==> config.mk <==
export PLATFORM = sky130hd
export DESIGN_NAME = rr_arbiter
export DESIGN_NICKNAME = d
export VERILOG_FILES = /design/src/rtl/rr_arbiter.sv
export SDC_FILE = /design/constraint.sdc
export NUM_CORES = 1
export LEC_CHECK = 0
export ABC_AREA = 1
export ABC_CLOCK_PERIOD_IN_PS = 5000
export BUFFER_PORTS_ARGS = -buffer_cell sky130_fd_sc_hd__buf_2
export CAP_MARGIN = 10
export CORE_MARGIN = 1
export CORE_UTILIZATION = 35
export CTS_BUF_LIST = sky130_fd_sc_hd__clkbuf_8 sky130_fd_sc_hd__clkbuf_16
export CTS_CLUSTER_SIZE = 14
export DETAILED_ROUTE_END_ITERATION = 10
export GPL_TIMING_DRIVEN = 1
export PLACE_DENSITY = 0.66
export SLEW_MARGIN = 15
export SYNTH_ARGS = -nofsm -noshare
export SYNTH_HDL_FRONTEND = slang
export SYNTH_SLANG_ARGS = --single-unit
==> constraint.sdc <==
create_clock -name clk -period 5 [get_ports clk]
set_input_delay 1.5 -clock clk [delete_from_list [all_inputs] [get_ports clk]]
set_output_delay 1.5 -clock clk [all_outputs]
set_load 0.005 [all_outputs]
==> src/rtl/rr_arbiter.sv <==
// Round-robin arbiter: N requesters, registered one-hot grant, rotating
// search pointer, optional cap on how long one holder may keep the grant
// while others wait (MAX_HOLD=0 means no cap).

// Per-requester cell: eligibility (requesting and not the current holder)
// and whether this requester sits at or above the search pointer.
module rr_arbiter_lane #(
  parameter int ID_W = 3,
  parameter int IDX  = 0
) (
  input  logic            req,
  input  logic            held,
  input  logic [ID_W-1:0] ptr,
  output logic            elig,
  output logic            upper
);
  assign elig  = req & ~held;
  assign upper = elig & (ID_W'(IDX) >= ptr);
endmodule

module rr_arbiter #(
  parameter int N        = 8,
  parameter int MAX_HOLD = 4
) (
  input  logic                                 clk,
  input  logic                                 reset,
  input  logic [N-1:0]                         req,
  output logic [N-1:0]                         grant,
  output logic                                 grant_valid,
  output logic [((N > 1) ? $clog2(N) : 1)-1:0] grant_id
);
  localparam int ID_W  = (N > 1) ? $clog2(N) : 1;
  localparam int CNT_W = (MAX_HOLD > 0) ? $clog2(MAX_HOLD + 1) : 1;

  logic [ID_W-1:0]  ptr, ptr_n, win, gid_n;
  logic [CNT_W-1:0] hold_cnt, cnt_n;
  logic [N-1:0]     elig, upper, grant_n;
  logic             any_elig, hreq, keep;

  // The holder is never eligible: when it re-arbitrates it has either
  // dropped its request or is being forced off by the hold limit.
  for (genvar i = 0; i < N; i++) begin : g_lane
    rr_arbiter_lane #(.ID_W(ID_W), .IDX(i)) u_lane (
      .req   (req[i]),
      .held  (grant[i]),
      .ptr   (ptr),
      .elig  (elig[i]),
      .upper (upper[i])
    );
  end

  // Winner search: lowest eligible bit at/above ptr, else wrap to lowest overall.
  always_comb begin
    win = '0;
    for (int i = N - 1; i >= 0; i--) if (elig[i])  win = ID_W'(i);
    for (int i = N - 1; i >= 0; i--) if (upper[i]) win = ID_W'(i);
  end

  assign any_elig = |elig;
  assign hreq     = |(req & grant);
  assign keep     = (|grant) && hreq &&
                    ((MAX_HOLD == 0) || (hold_cnt < CNT_W'(MAX_HOLD)) || !any_elig);

  // Next-state: keep the holder, hand over to a new winner, or go idle.
  always_comb begin
    grant_n = grant;
    gid_n   = grant_id;
    ptr_n   = ptr;
    cnt_n   = hold_cnt;
    if (keep) begin
      if (MAX_HOLD == 0)                     cnt_n = CNT_W'(1);
      else if (hold_cnt < CNT_W'(MAX_HOLD))  cnt_n = hold_cnt + 1'b1;
    end else if (any_elig) begin
      for (int i = 0; i < N; i++) grant_n[i] = (ID_W'(i) == win);
      gid_n = win;
      ptr_n = (win == ID_W'(N - 1)) ? '0 : win + 1'b1;
      cnt_n = CNT_W'(1);
    end else begin
      grant_n = '0;
      gid_n   = '0;
      cnt_n   = '0;
    end
  end

  // State register with synchronous reset overriding any request.
  always_ff @(posedge clk) begin
    if (reset) begin
      grant    <= '0;
      grant_id <= '0;
      ptr      <= '0;
      hold_cnt <= '0;
    end else begin
      grant    <= grant_n;
      grant_id <= gid_n;
      ptr      <= ptr_n;
      hold_cnt <= cnt_n;
    end
  end

  assign grant_valid = |grant;

endmodule
======== After elaboration in Yosys (flattened, before gate mapping) ========
Cells that the tools add are included.
Widths: inputs -> output; s select.
word-level totals
  bits in registers ....................... 17
  output and inout port bits .............. 12
  word-level logic and storage cells ...... 81
operators by class
  add/subtract/negate cells ............... 2
  $lt $le $gt $ge ......................... 9
  equal/unequal tests ..................... 9
  mux-type cells .......................... 22
  bitwise gates (word level) .............. 26
  reductions and logical operators ........ 9
operator list
  operator             count
  $mux 3               20
  $reduce_or 8->1      3
  $and 1x1->1          16
  $eq 3x3->1 const A   4
  $ge 3x3->1 const A   4
  $not 1->1            9
  $and 8x8->8          1
  $mux 8               1
  $add 3x1->3 const B  2
  $eq 2x3->1 const A   2
  $ge 1x3->1 const A   2
  $ge 2x3->1 const A   2
  $eq 1x3->1 const A   1
  $eq 3x3->1 const B   1
  $logic_not 3->1      1
  $lt 3x3->1 const B   1
  $logic_and 1x1->1    2
  $ne 2x1->1 const B   1
  $reduce_and 2->1     1
  $logic_not 1->1      1
  $logic_or 1x1->1     1
  $mux 1               1

======== Logic depth before layout (Yosys ltp) ========
Gate-level depths: netlist of run 1.
  depth after elaboration ................. 20
  mapped depth ............................ 23

======== By module ========
From an unflattened synthesis of run 1, not the netlist that was laid out.
second synthesis, totals
  cells, all modules ...................... 186
  area, all modules ....................... 1233.7 um2
modules (own cells, without submodules)
  module                                   instances  cells each  area each (um2)  seq. area each (um2)
  rr_arbiter                               1          139         1026.0           340.3
  rr_arbiter_lane at g_lane[0].u_lane ...  2          7           28.8             0.0
  rr_arbiter_lane at g_lane[1].u_lane      1          7           31.3             0.0
  rr_arbiter_lane at g_lane[2].u_lane      1          8           31.3             0.0
  rr_arbiter_lane at g_lane[5].u_lane      1          6           27.5             0.0
  rr_arbiter_lane at g_lane[6].u_lane      1          5           22.5             0.0
  rr_arbiter_lane at g_lane[3].u_lane      1          4           20.0             0.0
  rr_arbiter_lane at g_lane[7].u_lane      1          3           17.5             0.0

======== Least setup slack after synthesis of run 1 ========
OpenSTA, ideal clock, no wires.
  kind .................................... in2reg
  start ................................... in req[5]
  end ..................................... reg ptr[0]
  arrival time ............................ 2885 ps
  setup slack ............................. 2006 ps
  stages on the path ...................... 23
  path buffers ............................ 0
  cells stage by stage .................... inv_1 > nor2_1 > nand2_1 > nand2_1 > nand2_1 > nand2_1 > nand2_1 > nand2_1 > nand2_1 > nand2_1 > nand2_1 > nand2_1 > nand2_1 > nand2_1 > nand2_1 > inv_1 > ha_1 > ha_1 > nand2_1 > nor2_1 > nor2_1 > nand2_1 > inv_1
between the ends
  longest elaborated chain between the ends .. 17
  elaborated cells between the ends (all ways) .. 28
  those cells by class .................... add/sub (1); eq/ne (1); mux (15); bitwise (4); reduce/logical (7)
RTL lines
  element                                    RTL line  RTL
  start: declaration                         27        input logic [N-1:0] req,
  $and 1x1->1                                17        assign elig = req & ~held;
  $mux 3 (6 in a row)                        55        for (int i = N - 1; i >= 0; i--) if (elig[i]) win = ID_W'(i);
  $mux 3 (8 in a row)                        56        for (int i = N - 1; i >= 0; i--) if (upper[i]) win = ID_W'(i);
  $add 3x1->3 or $eq 3x3->1 (tied branches)  76        ptr_n = (win == ID_W'(N - 1)) ? '0 : win + 1'b1;
  $mux 3                                     76
  end signal: assignment                     95        ptr <= ptr_n;
  end: declaration                           35        logic [ID_W-1:0] ptr, ptr_n, win, gid_n;
Several ways; a longest one is shown, not always the timed one.
A chain may end at the register's enable or synchronous reset.

======== Final worst setup path of run 1 ========
  start ................................... in req[5]
  end ..................................... reg grant[7]
between the ends
  longest elaborated chain between the ends .. 17
  elaborated cells between the ends (all ways) .. 25
  those cells by class .................... eq/ne (1); mux (15); bitwise (3); reduce/logical (6)
RTL lines
  element                 RTL line  RTL
  $and 1x1->1             17
  $mux 3 (6 in a row)     55
  $mux 3 (8 in a row)     56
  $eq 3x3->1              74        for (int i = 0; i < N; i++) grant_n[i] = (ID_W'(i) == win);
  $mux 8                  73        end else if (any_elig) begin
  end signal: assignment  93        grant <= grant_n;
  end: declaration        28        output logic [N-1:0] grant,
Several ways; a longest one is shown, not always the timed one.

==> results of run 1 <==
==> power by group <==
group	internal (mW)	total (mW)	switching [mW]
logic	0.167	0.450	0.283
clock network	0.0546	0.101	0.0464
registers	0.184	0.227	0.0432
==> synth_stat cells (2+ instances only) <==
master | number | area, µm²
nor4_1 | 2 | 12.5
inv_2 | 7 | 26.3
o32ai_1 | 3 | 26.3
nor2_2 | 2 | 12.5
nor2_1 | 15 | 56.3
nand4_1 | 3 | 18.8
nand2_2 | 8 | 50.1
nand3_1 | 8 | 40.0
o21ai_1 | 11 | 55.1
a21oi_1 | 4 | 20.0
ha_1 | 7 | 87.6
a22o_1 | 2 | 17.5
dfxtp_1 | 17 | 340
o21ai_0 | 2 | 10.0
nand3_2 | 2 | 20.0
nand2_4 | 2 | 22.5
inv_1 | 24 | 90.1
nand2_1 | 32 | 120
buf_4 | 8 | 60.1
==> layout by cell type (no fill, tap or decap), types with 2 or more instances in the layout <==
cell	Yosys	layout
a21oi_1	4	4
a22o_1	2	2
buf_2	0	21
clkbuf_8	0	3
dfxtp_1	17	17
ha_1	7	7
inv_1	24	25
inv_2	7	7
nand2_1	32	32
nand2_2	8	8
nand2_4	2	2
nand3_1	8	8
nand3_2	2	2
nand4_1	3	3
nor2_1	15	15
nor2_2	2	2
nor4_1	2	2
o21ai_0	2	2
o21ai_1	11	11
o32ai_1	3	3
==> through the flow <==
| stage | cells | util, % | area (µm²) | worst slack [ns] |
|---|---|---|---|---|
| after floorplan | 170 | - | 1170 | 2.01 |
| after global placement | 225 | 40.3 | 1260 | 1.67 |
| after detailed placement | 225 | 40.3 | 1260 | 1.65 |
| after CTS | 229 | 41.7 | 1310 | 1.91 |
| after global routing | 229 | 41.7 | 1310 | 1.61 |
| final | 229 | 41.7 | 1310 | 1.91 |
==> area by class of cell <==
type	instances	area [µm²]
clock inverters	1	3.75
multi-input cells	112	643
flip-flops and latches	17	340
well taps	44	55.1
fillers	323	1820
repair buffers	21	105
clock buffers	3	41.3
inverters	31	116
==> logic make-up (layout without fill, tap and decap cells) <==
group                      after synthesis  count (layout)  share of synthesized area (%)
and+or+nand+nor                         78              78                           32.9
buffers and inverters                   41              56                           16.3
AOI/OAI and AO/OA                       25              25                           12.8
DFF                                     17              17                           29.0
adders and majority gates                7               7                           7.45
xor gates and xnor gates                 1               1                          0.746
muxes                                    1               1                          0.852
==> metal layers <==
layer	routed length [µm]	share of wire (%)	GRT usage (%)
met2	983	41	24.3
met4	35	1.5	5.98
met3	106	4.5	3.25
met5	0	0	0
met1	1250	53	20.0
==> flip-flops by register name (all words and copies together) (netlist names) <==
| signal | count |
|---|---|
| grant | 8 |
| grant_id | 3 |
| hold_cnt | 3 |
| ptr | 3 |
==> path summary, 6_finish.rpt <==
path | start | end | slack [ns] | cells after the start
max | req[5] | grant[7] | 1.91 | 23
min | grant_id[2] | grant_id[2] | 0.47 | 2
max reg2reg | grant[4] | grant[7] | 2.84 | 22
min reg2reg | grant_id[2] | grant_id[2] | 0.47 | 2
==> worst register-to-register path: cells and delay by family (launching register included) <==
kind | cells | cell delay, ns
and+or+nand+nor | 17 | 1.16
DFF | 1 | 0.39
adders and majority gates | 2 | 0.31
buffers and inverters | 2 | 0.15
AOI/OAI and AO/OA | 1 | 0.10
==> impl_results.md, run 1 <==
- Run status: completed
- Routability cong.: approximately 0.83
- CP cell instances: buf_2 -> inv_1 -> nor2_1 -> nand2_1 -> nand2_1 -> nand2_1 -> nand2_1 -> nand2_1 -> nand2_1 -> nand2_1 -> nand2_1 -> nand2_1 -> nand2_1 -> nand2_1 -> nand2_1 -> nand2_1 -> inv_1 -> ha_1 -> ha_1 -> nand2_1 -> nor2_1 -> nand2_1 -> o21ai_1
- DRC viols: 0
- Inserted Diodes: 0
- Final hold slack: 0.473 ns
- #FFs+latches synth: 17
- I/O Buffers: 21
- Slew margin rel.: around 73%
- Wire per inst: between 10 and 15 µm
- Top delay family on crit path: simple AND/OR/NAND/NOR gates
- EDFF count, synth: 0
- Kind of critical path: in2reg
- Slew Limit Fails: 0
- Rows: 20
- Fin crit share: ~62%
- Hold buffers post-CTS: 0
- Via Count: around 1.1k
- Fraction of registers with async set/reset: 0%
- Final setup violation count: 0
- Reg clk slew, reported paths: ~0.06 ns
- Clock latency at the later pin of the worst-skew pair: roughly 0.25 ns
- Layout Skew: approximately 0.0013 ns
- Syn_nets: between 150 and 200
- Antenna Nets Post-Route: 0
- CTS H-tree depth: 1
- Drt via density: 4.62
- Area of the die: 3590 µm²
- Routed WL: roughly 2.4 mm
- Layout Nets: just over 200
- Crit-path slowest cell: ha_1
- Synth Warn #: 0
- CP arrival: roughly 3.3 ns
- GRT Util Overall: between 10% and 20%
- RSZ-0062 raised after global routing: no
- Top achievable clock speed: about 320 MHz
- Critical path startpoint category: primary input
- Max FO, Critical Path: 3
- Cells after Synth: 170
- Die W: roughly 60 µm
- Post-synthesis cell type count: 30
- HPWL after detailed placement: between 1.5 and 2 mm
- Congestion Overflow GR: 0
- DIE HEIGHT: about 60 µm
- Post-CTS sizing: 0
- Synth Area per Inst: 6.91 µm²
- Sequential share of the synthesized area: between 20% and 30%
- Largest net degree at the start of global routing: 14
- Initial antenna violation count: 0
- Worst Hold Class: reg2reg
- CTS tree: built
- Setup crit end kind: register
- First-pass GRT wire length: 3.97 mm
- Max incr delay on CP: 0.17 ns
- Primary FF master, synth: dfxtp_1
- Min Clock Period, post-route: 3.09 ns
- Setup TNS: 0 ns
- Max-Cap Viols: 0
- Critical path required time: 5.19 ns
- Sink Count: 17
- Total CTS buffers: 3
- Slew @ Worst Pin: 0.398 ns
- Core Area: 3130 µm²
- VDD IR-drop max: about 0.00022 V
- Initial DRC Count: 33
- Ports: 22
- Buf/Inv on CP: 3
- Fin. Hold Viols: 0
- Clock Root Buffer: clkbuf_8
- Number of global-route vias before repair: 931
- Initial core utilization: between 30% and 40%
- Clock Path Buffers: 2
- Cell mode on critical path: nand2_1
- DRT Pass-1 Iters: 4
- Share of layout cells above drive strength 1: 25.9%
- Cell Pwr Density: about 600 nW/µm²
- Total setup buffers inserted after CTS: 0
- Leakage: approximately 0.7 nW
- Area grow syn2layout: 11.1%
- Total power: 778 µW
- Synthesized area: between 1000 and 1500 µm²
Note: power is estimated with default switching activity, not from simulation.
==> run 2: changes to the inputs <==
--- a/config.mk
+++ b/config.mk
@@ -6,7 +6,7 @@
 export NUM_CORES = 1
 export LEC_CHECK = 0
 export ABC_AREA = 1
-export ABC_CLOCK_PERIOD_IN_PS = 5000
+export ABC_CLOCK_PERIOD_IN_PS = 3100
 export BUFFER_PORTS_ARGS = -buffer_cell sky130_fd_sc_hd__buf_2
 export CAP_MARGIN = 10
 export CORE_MARGIN = 1
==> constraint.sdc (replaced) <==
create_clock -name clk -period 3.1 [get_ports clk]
set_input_delay 0.93 -clock clk [delete_from_list [all_inputs] [get_ports clk]]
set_output_delay 0.93 -clock clk [all_outputs]
set_load 0.005 [all_outputs]
==> run 2 against run 1 <==
Against the previous run:
- clock skew rose by 0.0070 ns
- setup slack got worse by 1.3 ns
- largest power group unchanged
- cell area barely moved
- worst hold slack got worse by 0.0053 ns
- total power rose by 62%
- sequential power rose by 62%
- via count fell by 2.4%
- wire length rose by 2.1%
- combinational power rose by 62%
==> impl_results.md, run 2 (same netlist as run 1, synthesis figures left out) <==
- Max reg flops: 8 (unchanged)
- Min Clock Period, post-route: about 2.5 ns
- Drt via density: 4.52 (-2.4%)
- Routability cong.: 0.845 (+1.6%)
- Critical path startpoint category: primary input
- Setup TNS: 0 ns (unchanged)
- Critical path required time: 3.25 ns (-1.94 ns)
- Cell Pwr Density: 963 nW/µm² (+62%)
- CP cell instances: buf_2 -> inv_1 -> nor2_1 -> nand2_1 -> nand2_1 -> nand2_1 -> nand2_1 -> nand2_1 -> nand2_1 -> nand2_1 -> nand2_1 -> nand2_1 -> nand2_1 -> nand2_1 -> nand2_1 -> nand2_1 -> inv_1 -> ha_1 -> ha_1 -> nand2_1 -> nor2_1 -> nor2_1 -> nand2_1 -> inv_1
- Setup crit end kind: register
- Kind of critical path: in2reg
- Final setup violation count: 0 (unchanged)
- Largest net degree at the start of global routing: 14 (unchanged)
- Max incr delay on CP: 0.17 ns (about the same)
- Clock Path Buffers: 2 (unchanged)
- VDD IR-drop max: 0.000402 V (+85%)
- CP arrival: 2.66 ns (-0.62 ns)
- Clock latency at the later pin of the worst-skew pair: 0.25 ns (about the same)
- Max-Cap Viols: 0 (unchanged)
- CTS H-tree depth: 1 (unchanged)
- Layout Skew: 0.00830 ns (+0.00702 ns)
- RSZ-0062 raised after global routing: no
- Slew Limit Fails: 0 (unchanged)
- Buf/Inv on CP: 4 (+1)
- Leakage: 0.688 nW (-0.21%)
- DIE HEIGHT: 59.9 µm (unchanged)
- Area grow syn2layout: 11.2% (about the same)
- GRT Util Overall: 15.5% (+0.20 points)
- Run status: completed
- Core Util, Final: 41.8% (about the same)
- Fin crit share: 80.9%
- Slew @ Worst Pin: 0.399 ns (+0.000497 ns)
- DRT Pass-1 Iters: 4 (unchanged)
- Most common cell after layout, fill and taps aside: nand2_1
- Most flop-heavy register: grant
- Slew margin rel.: 73.4% (about the same)
- HPWL after detailed placement: 1.99 mm (+2.8%)
- Total CTS buffers: 3 (unchanged)
- Routed WL: 2.43 mm (+2.1%)
- Layout Nets: 203 (unchanged)
- Hold buffers post-CTS: 0 (unchanged)
- Crit-path slowest cell: ha_1
- CTS tree: built
- Clock Root Buffer: clkbuf_8
- Inserted Diodes: 0 (unchanged)
- Initial antenna violation count: 0 (unchanged)
- Total setup buffers inserted after CTS: 0 (unchanged)
- Top delay family on crit path: simple AND/OR/NAND/NOR gates
- Final Non-Filler Cells: 229 (unchanged)
- Max FO, Critical Path: 3 (unchanged)
- Top achievable clock speed: ~400 MHz
- I/O Buffers: 21 (unchanged)
- Sink Count: 17 (unchanged)
- Most frequent cells in the layout: nand2_1, inv_1, buf_2, dfxtp_1, nor2_1
- Post-CTS sizing: 0 (unchanged)
- DRC viols: 0 (unchanged)
- Ports: 22 (unchanged)
- Worst Hold Class: reg2reg
- Congestion Overflow GR: 0 (unchanged)
- Rows: 20 (unchanged)
- Initial DRC Count: 13 (-61%)
- # placed instances: 225 (unchanged)
- Fin. Hold Viols: 0 (unchanged)
- Via Count: 1034 (-2.4%)
- Core Area: 3130 µm² (unchanged)
- Die W: 59.9 µm (unchanged)
- Reg clk slew, reported paths: 0.06 ns (about the same)
- Final hold slack: 0.467 ns (-0.00531 ns)
- Number of global-route vias before repair: 989 (+6.2%)
- Area of the die: 3590 µm² (unchanged)
- Antenna Nets Post-Route: 0 (unchanged)
- First-pass GRT wire length: 4.14 mm (+4.4%)
- Wire per inst: 10.6 µm (+2.1%)
- Cell mode on critical path: nand2_1
- Share of layout cells above drive strength 1: 26.5% (+0.54 points)
- Initial core utilization: 37.6% (unchanged)
-- run 2: final cells by class --
type,count,area (µm²)
Clock buffer,3,41.3
Inverter,31,116
Clock inverter,1,5.00
Fill cell,336,1820
Multi-Input combinational cell,112,643
Tap cell,44,55.1
Sequential cell,17,340
Timing Repair Buffer,21,105
-- run 2: path summary, 6_finish.rpt --
check	slack, ns	depth (start not counted)	to	from
worst min register to register	0.47	2	grant_id[0]	grant_id[0]
worst max-delay path	0.59	24	ptr[0]	req[5]
worst min-delay path	0.47	2	grant_id[0]	grant_id[0]
worst max register to register	0.93	23	ptr[0]	grant[4]
-- run 2: per-layer routing --
| metal | share of wire (%) | track usage [%] | vias up |
|---|---|---|---|
| met4 | 0.78 | 3.99 | 0 |
| met2 | 43 | 26.3 | 17 |
| met1 | 53 | 19.7 | 448 |
| li1 | - | - | 567 |
| met3 | 3.3 | 3.25 | 2 |
| met5 | 0 | 0 | - |
-- run 2: through the flow --
| step | worst slack, ns | cell area (µm²) | power (mW) |
|---|---|---|---|
| 5_1_grt | 0.303 | 1310 | 1.39 |
| 3_3_place_gp | 0.362 | 1260 | 1.09 |
| 6_report | 0.591 | 1310 | 1.26 |
| 4_1_cts | 0.598 | 1310 | 1.27 |
| 2_1_floorplan | 0.676 | 1170 | 0.964 |
| 3_5_place_dp | 0.343 | 1260 | 1.10 |
-- run 2: power breakdown --
part           internal [mW]  leakage, nW  switching, mW
Sequential             0.296        0.139         0.0721
Combinational          0.270        0.523          0.456
Clock                 0.0890       0.0255         0.0738
-- run 2: worst register-to-register path, cell delays in order, from the launching register on --
cell,delay [ns]
dfxtp_1,0.40
inv_2,0.06
nand2_2,0.09
nand2_1,0.06
nand2_1,0.05
nand2_1,0.05
nand2_1,0.05
nand2_1,0.05
nand2_1,0.05
nand2_1,0.05
nand2_1,0.05
nand2_1,0.04
nand2_1,0.05
nand2_1,0.05
nand2_1,0.09
nand2_1,0.10
inv_1,0.09
ha_1,0.17
ha_1,0.14
nand2_1,0.05
nor2_1,0.17
nor2_1,0.07
nand2_1,0.06
inv_1,0.03
==> run 3: changes to the inputs <==
--- a/config.mk
+++ b/config.mk
@@ -6,7 +6,7 @@
 export NUM_CORES = 1
 export LEC_CHECK = 0
 export ABC_AREA = 1
-export ABC_CLOCK_PERIOD_IN_PS = 3100
+export ABC_CLOCK_PERIOD_IN_PS = 2400
 export BUFFER_PORTS_ARGS = -buffer_cell sky130_fd_sc_hd__buf_2
 export CAP_MARGIN = 10
 export CORE_MARGIN = 1
==> constraint.sdc (replaced) <==
create_clock -name clk -period 2.4 [get_ports clk]
set_input_delay 0.72 -clock clk [delete_from_list [all_inputs] [get_ports clk]]
set_output_delay 0.72 -clock clk [all_outputs]
set_load 0.005 [all_outputs]
==> run 3 against run 2 <==
Against the previous run:
- cell area increased by 8.7%
- global-route usage stayed put
- clock-buffer cell count stayed put
- critical path depth decreased by 1
- final cell count grew 4.4%
- clock power is 26% higher
- wire length hardly changed
- die area stayed put
- register-to-register slack lost 0.48 ns
- critical endpoint is now grant[7]
- highest routed layer unchanged
==> impl_results.md, run 3 (same netlist as run 1, synthesis figures left out) <==
- Run status: completed
- NetSw: 831 µW (+38%)
- Most common cell after layout, fill and taps aside: nand2_1
- Min Clock Period, post-route: roughly 2.2 ns
- Total CTS buffers: 3 (unchanged)
- Most flop-heavy register: grant
- Worst Hold Class: reg2reg
- # placed instances: 235 (+4.4%)
- Cell mode on critical path: nand2_1
- Worst flop-to-flop path endpoint: ptr[0]
- Layout Nets: 213 (+4.9%)
- Share of layout cells above drive strength 1: 33.3% (+6.8 points)
- Largest net degree at the start of global routing: 14 (unchanged)
- Top delay family on crit path: simple AND/OR/NAND/NOR gates
- Number of global-route vias before repair: 986 (-0.30%)
- Max incr delay on CP: 0.16 ns (about the same)
- Congestion Overflow GR: 0 (unchanged)
- Top achievable clock speed: around 460 MHz
- Drt via density: 4.55 (+0.73%)
- I/O Buffers: 21 (unchanged)
- Post-route cell area: 1420 µm² (+8.7%)
- Critical Path Stages: 23 (-4.2%)
- Wire per inst: 10.1 µm (-4.2%)
- Max-Cap Viols: 0 (unchanged)
- Via Count: 1087 (+5.1%)
- Area of the die: 3590 µm² (unchanged)
- Buf/Inv on CP: 3 (-1)
- Setup crit end kind: register
- Rows: 20 (unchanged)
- Slew margin rel.: 74.5% (+1.1 points)
- Clock Path Buffers: 2 (unchanged)
- Routed WL: 2.43 mm (about the same)
- Reg clk slew, reported paths: 0.06 ns (about the same)
- CP cell instances: buf_2 -> inv_1 -> nor2_1 -> nand2_1 -> nand2_1 -> nand2_1 -> nand2_1 -> nand2_1 -> nand2_1 -> nand2_1 -> nand2_1 -> nand2_1 -> nand2_1 -> nand2_1 -> nand2_2 -> nand2_2 -> inv_2 -> ha_4 -> ha_4 -> nand2_2 -> nor2_4 -> nand2_1 -> o21ai_1
- GRT Util Overall: 15.5% (unchanged)
- Sequential share of power: 26.5% (-2.8 points)
- Slew @ Worst Pin: 0.383 ns (-0.0162 ns)
- Die W: 59.9 µm (unchanged)
- DRC viols: 0 (unchanged)
- Ports: 22 (unchanged)
- CTS H-tree depth: 1 (unchanged)
- CTS tree: built
- Clock latency at the later pin of the worst-skew pair: 0.25 ns (about the same)
- Final setup violation count: 0 (unchanged)
- First-pass GRT wire length: 4.10 mm (-1.0%)
- Combinational power share: 62.0% (+4.2 points)
- CP arrival: 2.30 ns (-0.36 ns)
- Leakage: 0.735 nW (+6.8%)
- Sink Count: 17 (unchanged)
- Inserted Diodes: 0 (unchanged)
- DRT Pass-1 Iters: 4 (unchanged)
- Most frequent cells in the layout: nand2_1, inv_1, buf_2, dfxtp_1, nor2_1
- HPWL after detailed placement: 1.98 mm (-0.33%)
- Crit-path slowest cell: ha_4
- Total setup buffers inserted after CTS: 0 (unchanged)
- Core Util, Final: 45.4% (+3.6 points)
- Antenna Nets Post-Route: 0 (unchanged)
- R2R cell count: 23 (unchanged)
- Cell Pwr Density: 1260 nW/µm² (+30%)
- Initial DRC Count: 34 (+21)
- Kind of critical path: in2reg
- Critical path required time: 2.54 ns (-0.71 ns)
- Critical path startpoint category: primary input
- Max reg flops: 8 (unchanged)
- Fin crit share: between 80% and 90%
- Layout Skew: 0.00148 ns (-0.00682 ns)
- RSZ-0062 raised after global routing: no
- DIE HEIGHT: 59.9 µm (unchanged)
- Initial core utilization: 37.6% (unchanged)
- Core Area: 3130 µm² (unchanged)
- Clk pwr share: 11.5% (-1.4 points)
- Initial antenna violation count: 0 (unchanged)
- Fin. Hold Viols: 0 (unchanged)
- VDD IR-drop max: 0.000538 V (+34%)
- Critical path origin: req[5]
- Reg-to-reg startpoint: grant[4]
- DP Area: 1340 µm² (+6.0%)
- R2r setup slk: 0.45 ns (-0.48 ns)
- Worst Setup EP: grant[7]
- Max FO, Critical Path: 2 (-1)
- Routability cong.: 0.787 (-6.8%)
- Final Non-Filler Cells: 239 (+4.4%)
- Area grow syn2layout: 20.9%
- Internal power: 952 µW (+45%)
- Clock Root Buffer: clkbuf_8
- Sw Share: 46.6% (-1.3 points)
- Slew Limit Fails: 0 (unchanged)
- FILL cells: 325 (-3.3%)
run 3: cell type report:
| type | count | area, µm² | area share [%] |
|---|---|---|---|
| Inverter | 31 | 116 | 8.19 |
| Sequential cell | 17 | 340 | 24.0 |
| Clock buffer | 3 | 41.3 | 2.91 |
| Tap cell | 44 | 55.1 | 3.88 |
| Timing Repair Buffer | 31 | 180 | 12.7 |
| Clock inverter | 1 | 3.75 | 0.264 |
| Multi-Input combinational cell | 112 | 683 | 48.1 |
run 3: worst register-to-register path: stages (launching register included):
cell and delay, ns:
dfxtp_1 0.37, inv_2 0.06, nand2_2 0.06, nand2_1 0.06, nand2_1 0.05, nand2_1 0.05, nand2_1 0.05, nand2_1 0.05
nand2_1 0.06, nand2_1 0.05, nand2_1 0.05, nand2_1 0.04, nand2_1 0.06, nand2_1 0.06, nand2_2 0.09, nand2_2 0.07
inv_2 0.08, ha_4 0.14, ha_4 0.12, nand2_2 0.07, nor2_4 0.09, nor2_1 0.05, nand2_1 0.06, inv_1 0.03
run 3: power groups by stage:
stage               combinational [mW]  clock [mW]  sequential [mW]
floorplan                        0.784           0            0.461
global placement                  1.03           0            0.478
detailed placement                1.04           0            0.479
CTS                               1.04       0.214            0.472
global route                      1.26       0.237            0.488
finish                            1.11       0.205            0.471
run 3: worst min-delay path by stage:
| stage | start | slack (ns) | depth (start not counted) | end |
|---|---|---|---|---|
| after floorplan | grant_id[0] | 0.46 | 2 | grant_id[0] |
| after global placement | grant_id[0] | 0.46 | 2 | grant_id[0] |
| after detailed placement | grant_id[2] | 0.46 | 2 | grant_id[2] |
| after CTS | grant_id[0] | 0.47 | 2 | grant_id[0] |
| after global routing | grant_id[2] | 0.49 | 2 | grant_id[2] |
| final | grant_id[2] | 0.47 | 2 | grant_id[2] |
run 3: repair_timing:
action | in CTS | in global routing
hold endpoints to repair | 0 | 0
hold buffers | 0 | 0
resized for setup | 0 | 10
endpoints found under the setup margin | 0 | 2
run 3: routing by layer:
metal | vias to the layer above | wire (µm) | share of wire [%] | global-route usage (%)
met2 | 23 | 1030 | 43 | 24.9
met1 | 476 | 1280 | 53 | 20.8
met5 | - | 0 | 0 | 0
met4 | 0 | 21 | 0.87 | 3.99
met3 | 2 | 89 | 3.7 | 3.25
li1 | 586 | - | - | -
run 3: stage by stage:
| step | worst slack [ns] | setup TNS (ns) | total power, mW | hold WS [ns] |
|---|---|---|---|---|
| after floorplan | 0.186 | 0 | 1.25 | 0.463 |
| after global placement | -0.0968 | -0.164 | 1.51 | 0.462 |
| after detailed placement | -0.105 | -0.187 | 1.52 | 0.460 |
| after CTS | 0.164 | 0 | 1.73 | 0.473 |
| after global routing | 0.000595 | 0 | 1.99 | 0.486 |
| final | 0.241 | 0 | 1.78 | 0.470 |
